===== src/rtl/sprite_line_scheduler.sv =====
// Per-scanline sprite scheduler: shadowed sprite registers, hblank scan,
// priority-ordered visible-sprite list for the pixel datapath.
// Ports: clk, reset_n, Avalon slave (chipselect/write/address/writedata),
// vcount/line_start/frame_start timing; act_* list, act_count, list_valid,
// overflow, busy.
module sprite_line_scheduler #(
  parameter int NUM_SPRITES  = 8,
  parameter int MAX_PER_LINE = 4,
  parameter int SPRITE_H     = 32,
  parameter int V_TOTAL      = 525
) (
  input  logic                      clk,
  input  logic                      reset_n,
  input  logic                      chipselect,
  input  logic                      write,
  input  logic [8:0]                address,
  input  logic [31:0]               writedata,
  input  logic [9:0]                vcount,
  input  logic                      line_start,
  input  logic                      frame_start,
  output logic [MAX_PER_LINE*3-1:0] act_id,
  output logic [MAX_PER_LINE*11-1:0] act_x,
  output logic [MAX_PER_LINE*5-1:0] act_row,
  output logic [2:0]                act_count,
  output logic                      list_valid,
  output logic                      overflow,
  output logic                      busy
);

  localparam int IW = $clog2(NUM_SPRITES);
  localparam int RW = $clog2(SPRITE_H);

  typedef enum logic [1:0] {IDLE, SCAN, PUBLISH} state_t;

  state_t state_q, state_d;

  logic [10:0] p_x [NUM_SPRITES];
  logic [9:0]  p_y [NUM_SPRITES];
  logic        p_en [NUM_SPRITES];
  logic [10:0] l_x [NUM_SPRITES];
  logic [9:0]  l_y [NUM_SPRITES];
  logic        l_en [NUM_SPRITES];

  logic [9:0]  tl;
  logic [IW-1:0] idx;
  logic [MAX_PER_LINE*3-1:0]  b_id, o_id;
  logic [MAX_PER_LINE*11-1:0] b_x, o_x;
  logic [MAX_PER_LINE*5-1:0]  b_row, o_row;
  logic [2:0]  b_cnt, o_cnt;
  logic        b_ovf, o_ovf;

  logic          wr_ok;
  logic [IW-1:0] wslot;
  logic          last;
  logic          hit;
  logic [10:0]   tl11, y11, diff;
  logic          publish;

  assign wr_ok = chipselect && write &&
                 (address < 9'(2 * NUM_SPRITES));
  assign wslot = address[IW:1];

  // Pending bank takes writes; live bank copies it on frame_start.
  // Nonblocking copy means a same-cycle write misses this frame.
  always_ff @(posedge clk or negedge reset_n) begin
    if (!reset_n) begin
      for (int i = 0; i < NUM_SPRITES; i++) begin
        p_x[i]  <= '0;
        p_y[i]  <= '0;
        p_en[i] <= 1'b0;
        l_x[i]  <= '0;
        l_y[i]  <= '0;
        l_en[i] <= 1'b0;
      end
    end else begin
      if (wr_ok) begin
        if (address[0]) begin
          p_en[wslot] <= writedata[16];
          p_y[wslot]  <= writedata[9:0];
        end else begin
          p_x[wslot] <= writedata[10:0];
        end
      end
      if (frame_start) begin
        l_x  <= p_x;
        l_y  <= p_y;
        l_en <= p_en;
      end
    end
  end

  assign last = (idx == IW'(NUM_SPRITES - 1));
  assign tl11 = {1'b0, tl};
  assign y11  = {1'b0, l_y[idx]};
  assign diff = tl11 - y11;
  assign hit  = l_en[idx] && (tl11 >= y11) &&
                (tl11 < y11 + 11'(SPRITE_H));

  always_comb begin
    state_d = state_q;
    if (line_start) begin
      state_d = SCAN;
    end else begin
      unique case (state_q)
        IDLE:    state_d = IDLE;
        SCAN:    state_d = last ? PUBLISH : SCAN;
        PUBLISH: state_d = IDLE;
        default: state_d = IDLE;
      endcase
    end
  end

  always_ff @(posedge clk or negedge reset_n) begin
    if (!reset_n) state_q <= IDLE;
    else          state_q <= state_d;
  end

  always_ff @(posedge clk or negedge reset_n) begin
    if (!reset_n) begin
      tl    <= '0;
      idx   <= '0;
      b_id  <= '0;
      b_x   <= '0;
      b_row <= '0;
      b_cnt <= '0;
      b_ovf <= 1'b0;
    end else if (line_start) begin
      tl    <= (vcount == 10'(V_TOTAL - 1)) ? 10'd0 : vcount + 10'd1;
      idx   <= '0;
      b_id  <= '0;
      b_x   <= '0;
      b_row <= '0;
      b_cnt <= '0;
      b_ovf <= 1'b0;
    end else if (state_q == SCAN) begin
      idx <= idx + 1'b1;
      if (hit) begin
        if (b_cnt < 3'(MAX_PER_LINE)) begin
          b_id[int'(b_cnt)*3 +: 3]   <= 3'(idx);
          b_x[int'(b_cnt)*11 +: 11]  <= l_x[idx];
          b_row[int'(b_cnt)*5 +: 5]  <= 5'(diff[RW-1:0]);
          b_cnt <= b_cnt + 3'd1;
        end else begin
          b_ovf <= 1'b1;
        end
      end
    end
  end

  // A line_start landing on the publish cycle cancels that publish.
  assign publish = (state_q == PUBLISH) && !line_start;

  always_ff @(posedge clk or negedge reset_n) begin
    if (!reset_n) begin
      o_id  <= '0;
      o_x   <= '0;
      o_row <= '0;
      o_cnt <= '0;
      o_ovf <= 1'b0;
    end else if (publish) begin
      o_id  <= b_id;
      o_x   <= b_x;
      o_row <= b_row;
      o_cnt <= b_cnt;
      o_ovf <= b_ovf;
    end
  end

  assign act_id     = publish ? b_id  : o_id;
  assign act_x      = publish ? b_x   : o_x;
  assign act_row    = publish ? b_row : o_row;
  assign act_count  = publish ? b_cnt : o_cnt;
  assign overflow   = publish ? b_ovf : o_ovf;
  assign list_valid = publish;
  assign busy       = (state_q != IDLE);

endmodule


===== config.mk =====
export PLATFORM = sky130hd
export DESIGN_NAME = sprite_line_scheduler
export DESIGN_NICKNAME = d
export VERILOG_FILES = /design/src/rtl/sprite_line_scheduler.sv
export SDC_FILE = /design/constraint.sdc
export NUM_CORES = 1
export LEC_CHECK = 0
export ABC_AREA = 1
export BUFFER_PORTS_ARGS = -buffer_cell sky130_fd_sc_hd__buf_2
export CAP_MARGIN = 20
export CORE_MARGIN = 5
export CORE_UTILIZATION = 60
export DETAILED_ROUTE_END_ITERATION = 8
export GPL_ROUTABILITY_DRIVEN = 1
export PLACE_DENSITY = 0.79
export RECOVER_POWER = 25
export SETUP_SLACK_MARGIN = 0.4
export SLEW_MARGIN = 0
export SYNTH_ARGS = -nofsm -noshare
export SYNTH_HDL_FRONTEND = slang
export SYNTH_SLANG_ARGS = --single-unit

===== constraint.sdc =====
create_clock -name clk -period 10.05 [get_ports clk]
set_clock_uncertainty 0.05 [all_clocks]
set_input_delay 1.005 -clock clk [delete_from_list [all_inputs] [get_ports clk]]
set_output_delay 1.005 -clock clk [all_outputs]
set_load 0.02 [all_outputs]

=== Word-level counts from Yosys, hierarchy flattened ===
Index checks and enable logic that the tools add are counted.

* Multiply operators: 3
* Eq/ne operators: 5
* Divide/modulo/power cells: 0
* Shifts and indexed selects: 6
* Reduce and logical (&&, ||, !) cells: 15
* Muxes and demuxes: 52
* Bitwise logic cells: 3
* $lt $le $gt $ge: 7
* $add $sub $neg: 8

{| class="wikitable"
|+ Operators by type and width
! operator !! count
|-
| 44-bit two-way mux || 5
|-
| 20-bit two-way mux || 5
|-
| 88-bit bitwise mux || 1
|-
| 80-bit bitwise mux || 1
|-
| 12-bit two-way mux || 5
|-
| 44-bit bitwise mux || 1
|-
| 11-bit by 33-bit variable shift with 44-bit output (first input constant) || 1
|-
| 11-bit by 33-bit variable part select with 44-bit output || 1
|-
| 10-bit two-way mux || 4
|-
| 11-bit binary-select mux with 3-bit select || 1
|-
| 11-bit demux with 3-bit select || 1
|-
| 11-bit two-way mux || 3
|-
| 5-bit negation with 33-bit output || 1
|-
| 6-bit negation with 33-bit output || 1
|-
| 7-bit negation with 33-bit output || 1
|-
| 3-bit by 33-bit variable shift with 12-bit output (first input constant) || 1
|-
| 5-bit by 33-bit variable shift with 20-bit output (first input constant) || 1
|-
| 3-bit by 33-bit variable part select with 12-bit output || 1
|-
| 5-bit by 33-bit variable part select with 20-bit output || 1
|-
| 10-bit binary-select mux with 3-bit select || 1
|-
| 10-bit demux with 3-bit select || 1
|-
| 3-bit two-way mux || 7
|-
| 20-bit bitwise mux || 1
|-
| 12-bit bitwise mux || 1
|-
| other kinds (30) || 52
|}

* Bits in writable memories: 0
* Input port bits: 57
* Memories kept: 0
* Output and inout port bits: 82
* Latch bits: 0
* Register bits after elaboration: 527
* Bits in read-only memories: 0
* Logic and storage cells: 160

=== Depth between registers and ports, before layout ===
Gate-level depths: netlist (run 1).

* Word-level depth: 11
* Gate-level depth with buffers: 26
* Gate-level depth less buffers: 22

=== Worst setup path after synthesis (run 1) ===
OpenSTA, ideal clock, no wires.

* Path kind: flip-flop to flip-flop
* From: register idx[0]
* To: register b_id[10]
* Setup time: 0.118 ns
* Buffers on the path: 7
* Arrival: 3.143 ns
* Slack: 6.739 ns
* Cell stages (with the launch flop): 22
* Cells stage by stage: dfrtp_1 > buf_6 > inv_4 > buf_6 > buf_2 > clkbuf_1 > clkbuf_1 > o21ai_0 > a31oi_1 > ha_1 > inv_1 > fa_1 > nand3_1 > nand4_1 > nand2_1 > inv_2 > nand3_4 > nand2_4 > buf_6 > buf_6 > nand3_1 > nand2_1

* Word-level cells in the longest chain between the ends: 9
* Elaborated cells on any way between the ends: 20
* Those cells by class: 1 x add/sub; 2 x order compare; 1 x shift; 11 x mux; 1 x bitwise; 4 x reduce/logical

{| class="wikitable"
|+ RTL lines
! what !! RTL line !! source
|-
| from (decl) || 45 || <nowiki>logic [IW-1:0] idx;</nowiki>
|-
| from (signal assigned) || 136 || <nowiki>idx <= idx + 1'b1;</nowiki>
|-
| 3-bit NOT with 4-bit output (not written as such) || 94, 96 ||
|-
| 10-bit binary-select mux with 3-bit select || 94 || <nowiki>assign y11 = {1'b0, l_y[idx]};</nowiki>
|-
| 10-bit two-way mux (not written as such) (2 in series) || 94 ||
|-
| 10-bit by 6-bit adder with 11-bit output or 10-bit greater-or-equal comparator (tied branches) || 97, 96 ||
|-
| 10-bit by 11-bit less-than comparator with 1-bit output or 1-bit logical AND (tied branches) || 97, 96 ||
|-
| 1-bit logical AND || 96 || <nowiki>assign hit = l_en[idx] && (tl11 >= y11) &&</nowiki>
|-
| 2-bit nonzero test (no line) || -- ||
|-
| 3-bit AND reduction (no line) || -- ||
|-
| to (signal, indexed assignment) || 139 || <nowiki>b_id[int'(b_cnt)*3 +: 3] <= 3'(idx);</nowiki>
|-
| to (decl) || 46 || <nowiki>logic [MAX_PER_LINE*3-1:0] b_id, o_id;</nowiki>
|}

Parallel ways exist; a longest one is shown, timed or not. The select of a mux whose other input is x is not followed.
A chain may end at the register's enable or synchronous reset.

=== Worst setup path in the final report (run 1) ===
* From: input port line_start
* To: output port act_count[2]

* Word-level cells in the longest chain between the ends: 3

{| class="wikitable"
|+ RTL lines
! what !! RTL line !! source
|-
| from (decl) || 19 || <nowiki>input logic line_start,</nowiki>
|-
| 1-bit logical NOT || 151 || <nowiki>assign publish = (state_q == PUBLISH) && !line_start;</nowiki>
|-
| 1-bit logical AND || 151 ||
|-
| 3-bit two-way mux || 172 || <nowiki>assign act_count = publish ? b_cnt : o_cnt;</nowiki>
|-
| to (decl) || 24 || <nowiki>output logic [2:0] act_count,</nowiki>
|}

Every way passes these cells.

==> flow_summary.toml, run 1 <==
[status]
status = "finished, violations left"
violations = "max-capacitance violations, max-slew violations"

[timing]
drv_slew = 300
finalCriticalPeriod_ns = 5.73
rsz0062_at_grt = "no"
setup_ws_ns = 4.32
finalSetupViolCount = 0
hold_viol = 0
fmax_mhz = 175
tightest_slew_ns = 3.83
finalCritPeriodShare = 0.570
slew_headroom = -1.55
hold_ws_ns = 0.414
finalSetupTns_ns = 0

[placed_design]
postPlaceCellArea_mm2 = 0.0232
dp_hpwl_um = 32300
port_buffers = 118
routabilityCongestion = 0.846
dp.cells = 2957
pre_cts_ws_ns = 5.41

[routing]
detail_route.first_pass.iterations = 6
vias = 17400
wirelength_um = 53000
wire_per_inst_um = 17.4
ant_nets = 0
vias_per_cell = 5.70
drc = 0
drt_iter0_drc = 1621

[floorplanning]
dieArea_mm2 = 0.0415
core.rowCount = 71
fp.coreArea_mm2 = 0.0373
die_h_um = 204
fp.dieW_um = 204
initial_core_util = 0.603
io_pins = 139

[cells_and_area]
layout-area-overhead-vs-synth_pct = 10.6
final_cell_mix = "753 x nand2_1, 525 x dfrtp_1, 372 x o21ai_0"
drive_gt1_frac = 0.116
fin_area_mm2 = 0.0249
final_common_cell = "nand2_1"
num-fill-cells = 2938
layoutNonFillerInstCount = 3052
layout.nets = 2621

[critical_path]
cp_slowest_stage_delay_ns = 0.97
critPathCaptureType = "primary output"
crit_required_ns = 9.00
cp_max_fo = 62
worst_r2r_path_depth = 23
crit_type = "in -> out"
path_cells = "clkbuf_1 -> nor3_1 -> clkbuf_1 -> inv_1 -> buf_4 -> o21ai_0 -> buf_2"
startpoint_type = "primary input"
slowest_stage = "clkbuf_1"
cpMostUsedCell = "clkbuf_1"
cp.arrival_ns = 4.67

[flow_run]
drv_cap = 4

[global_route]
globalRouteMet3Util = 0.0461
gr-usage-met1 = 0.361
grt_pass1_vias = 17200
track_usage = 0.257
grt_use_met2 = 0.413
grt_antenna_before_repair = 2
grt_pass1_wl_um = 87200
grt_max_degree = 197
grt_remaining_overflow = 0
busiest_layer = "met2"

[yosys]
synthesis.nets = 2589
yosysSeqAreaShare = 0.586
ys_types = 39
yosysWarningCount = 0
synth.avg_cell_area_um2 = 8.98
synth_cells = 2507
synth_seq_cells = 527
syn-cell-area_mm2 = 0.0225

[clocking]
cts_root_buffer = "clkbuf_16"
cts_sinks = 527
clk_latency_ns = 0.59
path_clk_slew_ns = 0.06
cts_tree = "done"
post_cts_resize_count = 0
post_cts_buffers = 0
cts_max_level = 2
hold_buffers = 0
clockBufferDepth = 3
cts_buffers = 53

[power_and_ir_drop]
leakagePower_nw = 12.6
ir_drop_v = 0.000132
powerDensity_mw_per_mm2 = 184

[worst_hold_path]
hold_class = "in -> async"
[per-stage QoR]
step                       util  total power, mW
after CTS                 0.668             4.59
after floorplan               -             2.49
after global routing      0.667             4.74
after global placement    0.621             2.63
after detailed placement  0.621             2.65
final                     0.667             4.57
[path summary, 6_finish.rpt]
path | from | end | slack (ns)
max in group asynchronous | reset_n | p_x[13] | 4.49
max | line_start | act_count[2] | 4.32
min reg2reg | o_x[9] | o_x[9] | 0.41
min in group clk | o_x[9] | o_x[9] | 0.41
max reg2reg | idx[1] | b_x[15] | 5.27
min | reset_n | o_row[2] | 0.41
[sequential cells by signal (all words and copies together) (netlist names), 10 cells and up]
signal and count:
b_id 12, b_row 20, b_x 44, l_x 88, l_y 80, o_id 12
o_row 20, o_x 44, p_x 88, p_y 80, tl 10
[cell usage after synthesis, drive strengths merged]
cell / n / share of area
a21oi: 82 / 0.018
a221oi: 1 / 0.00039
a22o: 1 / 0.00039
a31oi: 2 / 0.00056
and2: 1 / 0.00028
buf: 35 / 0.0088
clkbuf: 122 / 0.020
dfrtp: 527 / 0.59
fa: 1 / 0.00089
ha: 24 / 0.013
inv: 183 / 0.031
mux2: 72 / 0.036
nand2: 757 / 0.13
nand3: 204 / 0.046
nand4: 10 / 0.0039
nor2: 74 / 0.013
nor2b: 1 / 0.00028
nor3: 16 / 0.0036
nor4: 2 / 0.00083
o211ai: 2 / 0.00067
o21a: 1 / 0.00033
o21ai: 374 / 0.083
o21bai: 1 / 0.00033
o22ai: 1 / 0.00028
o31ai: 3 / 0.0010
xnor2: 2 / 0.00078
xor2: 8 / 0.0031
[where the power goes]
group | total (mW) | internal, mW | switching [mW]
clock | 1.96 | 1.16 | 0.798
sequential | 2.19 | 2.16 | 0.0335
combinational | 0.419 | 0.110 | 0.310
total | 4.57 | 3.43 | 1.14
[per-layer routing]
layer  vias up  share of wire
met4         4          0.026
li1       8191              -
met5         -        0.00040
met1      8515           0.43
met3       111          0.066
met2       564           0.48
[kinds of logic after synthesis]
kind of cell,count (synthesis),synth area share
AND/OR/NAND/NOR,1065,0.195
flip-flops,527,0.586
AO/OA/AOI/OAI,468,0.105
buffers and inverters,340,0.0598
multiplexers,72,0.0360
adder cells (fa/ha/maj),25,0.0142
XOR/XNOR,10,0.00389
[worst max-delay path, delay by kind of cell]
kind                   cells  cell delay [ns]
buffers and inverters      5             2.71
AND/OR/NAND/NOR            1             0.37
AO/OA/AOI/OAI              1             0.51
[area by class of cell]
type                       count  area (µm²)  area share
sequential                   527       13200       0.530
multi-input combinational   1640        7970       0.320
inverter                     183         689      0.0277
timing repair buffer         134         711      0.0285
antenna                        1        2.50    0.000101
clock inverter                 9         104     0.00417
clock buffer                  84        1640      0.0657
tap                          474         593      0.0238
Note: power is estimated with default switching activity, not from simulation.
==> run 2: changes to the inputs <==
--- a/config.mk
+++ b/config.mk
@@ -5,7 +5,7 @@
 export SDC_FILE = /design/constraint.sdc
 export NUM_CORES = 1
 export LEC_CHECK = 0
-export ABC_AREA = 1
+export ABC_AREA = 0
 export BUFFER_PORTS_ARGS = -buffer_cell sky130_fd_sc_hd__buf_2
 export CAP_MARGIN = 20
 export CORE_MARGIN = 5
==> constraint.sdc (replaced) <==
create_clock -name clk -period 5.9 [get_ports clk]
set_clock_uncertainty 0.05 [all_clocks]
set_input_delay 0.59 -clock clk [delete_from_list [all_inputs] [get_ports clk]]
set_output_delay 0.59 -clock clk [all_outputs]
set_load 0.02 [all_outputs]
==> run 2 against run 1 <==
  * The run still ends with max-capacitance violations, max-slew violations left
  * Global-route usage shrank 3.1 points
  * Clock power up 66%
  * Setup slack worse by 3.3 ns
  * Clock-buffer cell count decreased by 8
  * Register-to-register slack lost 4.2 ns
  * Synthesized area is 3.1% lower
  * Die area fell by 2.9%
  * Critical endpoint is now b_x[41]
==> flow_summary.toml, run 2 <==
[yosys]
synth_seq_cells = 527
yosysWarningCount = 0
yosys.area.top_type = "dfrtp_1"
yosysSeqAreaShare = 0.605
synth_top_area_frac = 0.605
yosys-top-cells-area = "dfrtp_1 60%, mux2_2 22%, mux4_2 4.1%"
synth.most_common_cell = "dfrtp_1"
syn-cell-area_mm2 = 0.0218
synth_cells = 1397
ys.flop_type = "dfrtp_1"
ys_types = 55
synthesis.nets = 1479
ys_top_cells_by_count = "527 x dfrtp_1, 433 x mux2_2, 70 x o2bb2ai_1"
synth_edf_count = 0
synth.avg_cell_area_um2 = 15.6
synth_async_sr_flop_share = 1.00

[floorplanning]
dieArea_mm2 = 0.0403
initial_core_util = 0.610
die_h_um = 201
core.rowCount = 69
fp.dieW_um = 201
fp.coreArea_mm2 = 0.0357
io_pins = 139

[routing]
wirelength_um = 44500
detail_route.first_pass.iterations = 4
ant_nets = 0
drc = 0
vias = 12100
wire_per_inst_um = 22.1
drt_iter0_drc = 663
vias_per_cell = 6.03

[global_route]
track_usage = 0.226
grt_remaining_overflow = 0
grt_pass1_wl_um = 73200
grt_max_degree = 158
grt_antenna_before_repair = 2
grt_pass1_vias = 13000

[power_and_ir_drop]
powerDensity_mw_per_mm2 = 300
p_total_mw = 7.34
leakagePower_nw = 12.4
ir_drop_v = 0.000263

[placed_design]
routabilityCongestion = 0.815
dp_hpwl_um = 27700
pre_cts_ws_ns = 1.01
port_buffers = 118

[timing]
finalSetupTns_ns = 0
setup_ws_ns = 1.04
drv_slew = 253
tightest_slew_ns = 3.22
hold_viol = 0
fmax_mhz = 206
slew_headroom = -1.15
finalCritPeriodShare = 0.823
rsz0062_at_grt = "no"
finalSetupViolCount = 0
finalCriticalPeriod_ns = 4.86

[clocking]
cts_root_buffer = "clkbuf_16"
clockBufferDepth = 3
path_clk_slew_ns = 0.06
cts_sinks = 527
cts_tree = "done"
cts_max_level = 2
cts_buffers = 52
hold_buffers = 0
post_cts_resize_count = 0
clk_latency_ns = 0.58
post_cts_buffers = 0

[critical_path]
cp_max_fo = 27
startpoint_type = "register"
cp.arrival_ns = 5.29
critPathCaptureType = "register"
crit_required_ns = 6.33
crit_type = "reg -> reg"

[status]
violations = "max-capacitance violations, max-slew violations"
status = "finished, violations left"

[cells_and_area]
final_common_cell = "dfrtp_1"
layout.nets = 1591
layout-area-overhead-vs-synth_pct = 12.3
final_cell_mix = "525 x dfrtp_1, 433 x mux2_2, 115 x buf_2"
largestRegisters = "l_x: 88 flops, p_x: 88 flops"
fin_util = 0.685
drive_gt1_frac = 0.459

[flow_run]
drv_cap = 4

[worst_hold_path]
hold_class = "in -> reg"
==> run 2: changes by cell type after synthesis, moves of 9 or more <==
cell,previous run,this run
inv_1,177,23
nand2_1,753,31
a21oi_1,82,12
nand3_1,202,16
o2bb2ai_1,0,70
mux2_2,72,433
mux4_2,0,40
nor2_1,72,15
buf_1,11,2
o21ai_0,372,2
clkbuf_1,122,56
nor3_1,16,6
mux2i_1,0,19
==> run 2: cell type report <==
cell class                      instances  area (µm²)
Antenna cell                            1        2.50
Clock buffer                           76        1500
Clock inverter                         19         195
Fill cell                            2381       11200
Inverter                               24        90.1
Multi-Input combinational cell        765        8190
Sequential cell                       527       13200
Tap cell                              461         577
Timing Repair Buffer                  139         748
==> run 2: final timing paths <==
path	from	end	slack, ns	cells after the start
worst max-delay path	idx[0]	b_x[41]	1.04	12
worst min-delay path	vcount[0]	tl[0]	0.26	2
worst max register to register	idx[0]	b_x[41]	1.04	12
worst min register to register	b_x[26]	b_x[26]	0.43	1
max in group asynchronous	reset_n	idx[1]	1.47	2
min in group asynchronous	reset_n	b_row[0]	0.97	1
==> run 2: kinds of logic (layout without fill, tap and decap cells) <==
group,count (synthesis),count (layout),synth area share
compound gates,118,118,0.0485
xor+xnor,15,15,0.00602
fa+ha+maj,25,25,0.0147
buf+inv,105,258,0.0211
flops,527,527,0.605
mux,497,497,0.279
other cells,0,1,0
simple gates,110,110,0.0262
==> run 2: per-layer routing <==
layer / GRT usage / part of all wire / routed length (µm) / vias up
li1: - / - / - / 5356
met1: 0.331 / 0.46 / 20300 / 6457
met2: 0.354 / 0.48 / 21100 / 246
met3: 0.0483 / 0.050 / 2230 / 63
met4: 0.0504 / 0.017 / 764 / 2
met5: 0 / 0.00029 / 13 / -
==> run 2: stage by stage <==
step | instances | hold slack, ns | cell area [µm²]
floorplan | 1397 | 0.244 | 21800
global placement | 1915 | 0.415 | 22800
detailed placement | 1915 | 0.418 | 22800
CTS | 2010 | 0.0643 | 24500
global route | 2012 | 0.249 | 24500
finish | 2012 | 0.264 | 24500
==> run 2: worst max-delay path: stages, from the launching register on <==
cell and delay (ns):
dfrtp_4 0.78, mux4_1 0.62, mux2i_1 0.39, inv_1 0.13
ha_1 0.29, inv_1 0.04, ha_1 0.30, nor2b_1 0.14
a221oi_1 0.25, o21ai_0 0.17, o2bb2ai_4 0.52, nand4_1 0.68
o2bb2ai_1 0.37
==> run 2: power by group <==
| part | internal (mW) | switching (mW) | total, mW |
|---|---|---|---|
| logic | 0.138 | 0.245 | 0.383 |
| clock network | 1.90 | 1.36 | 3.25 |
| registers | 3.66 | 0.0392 | 3.70 |
| total | 5.70 | 1.64 | 7.34 |
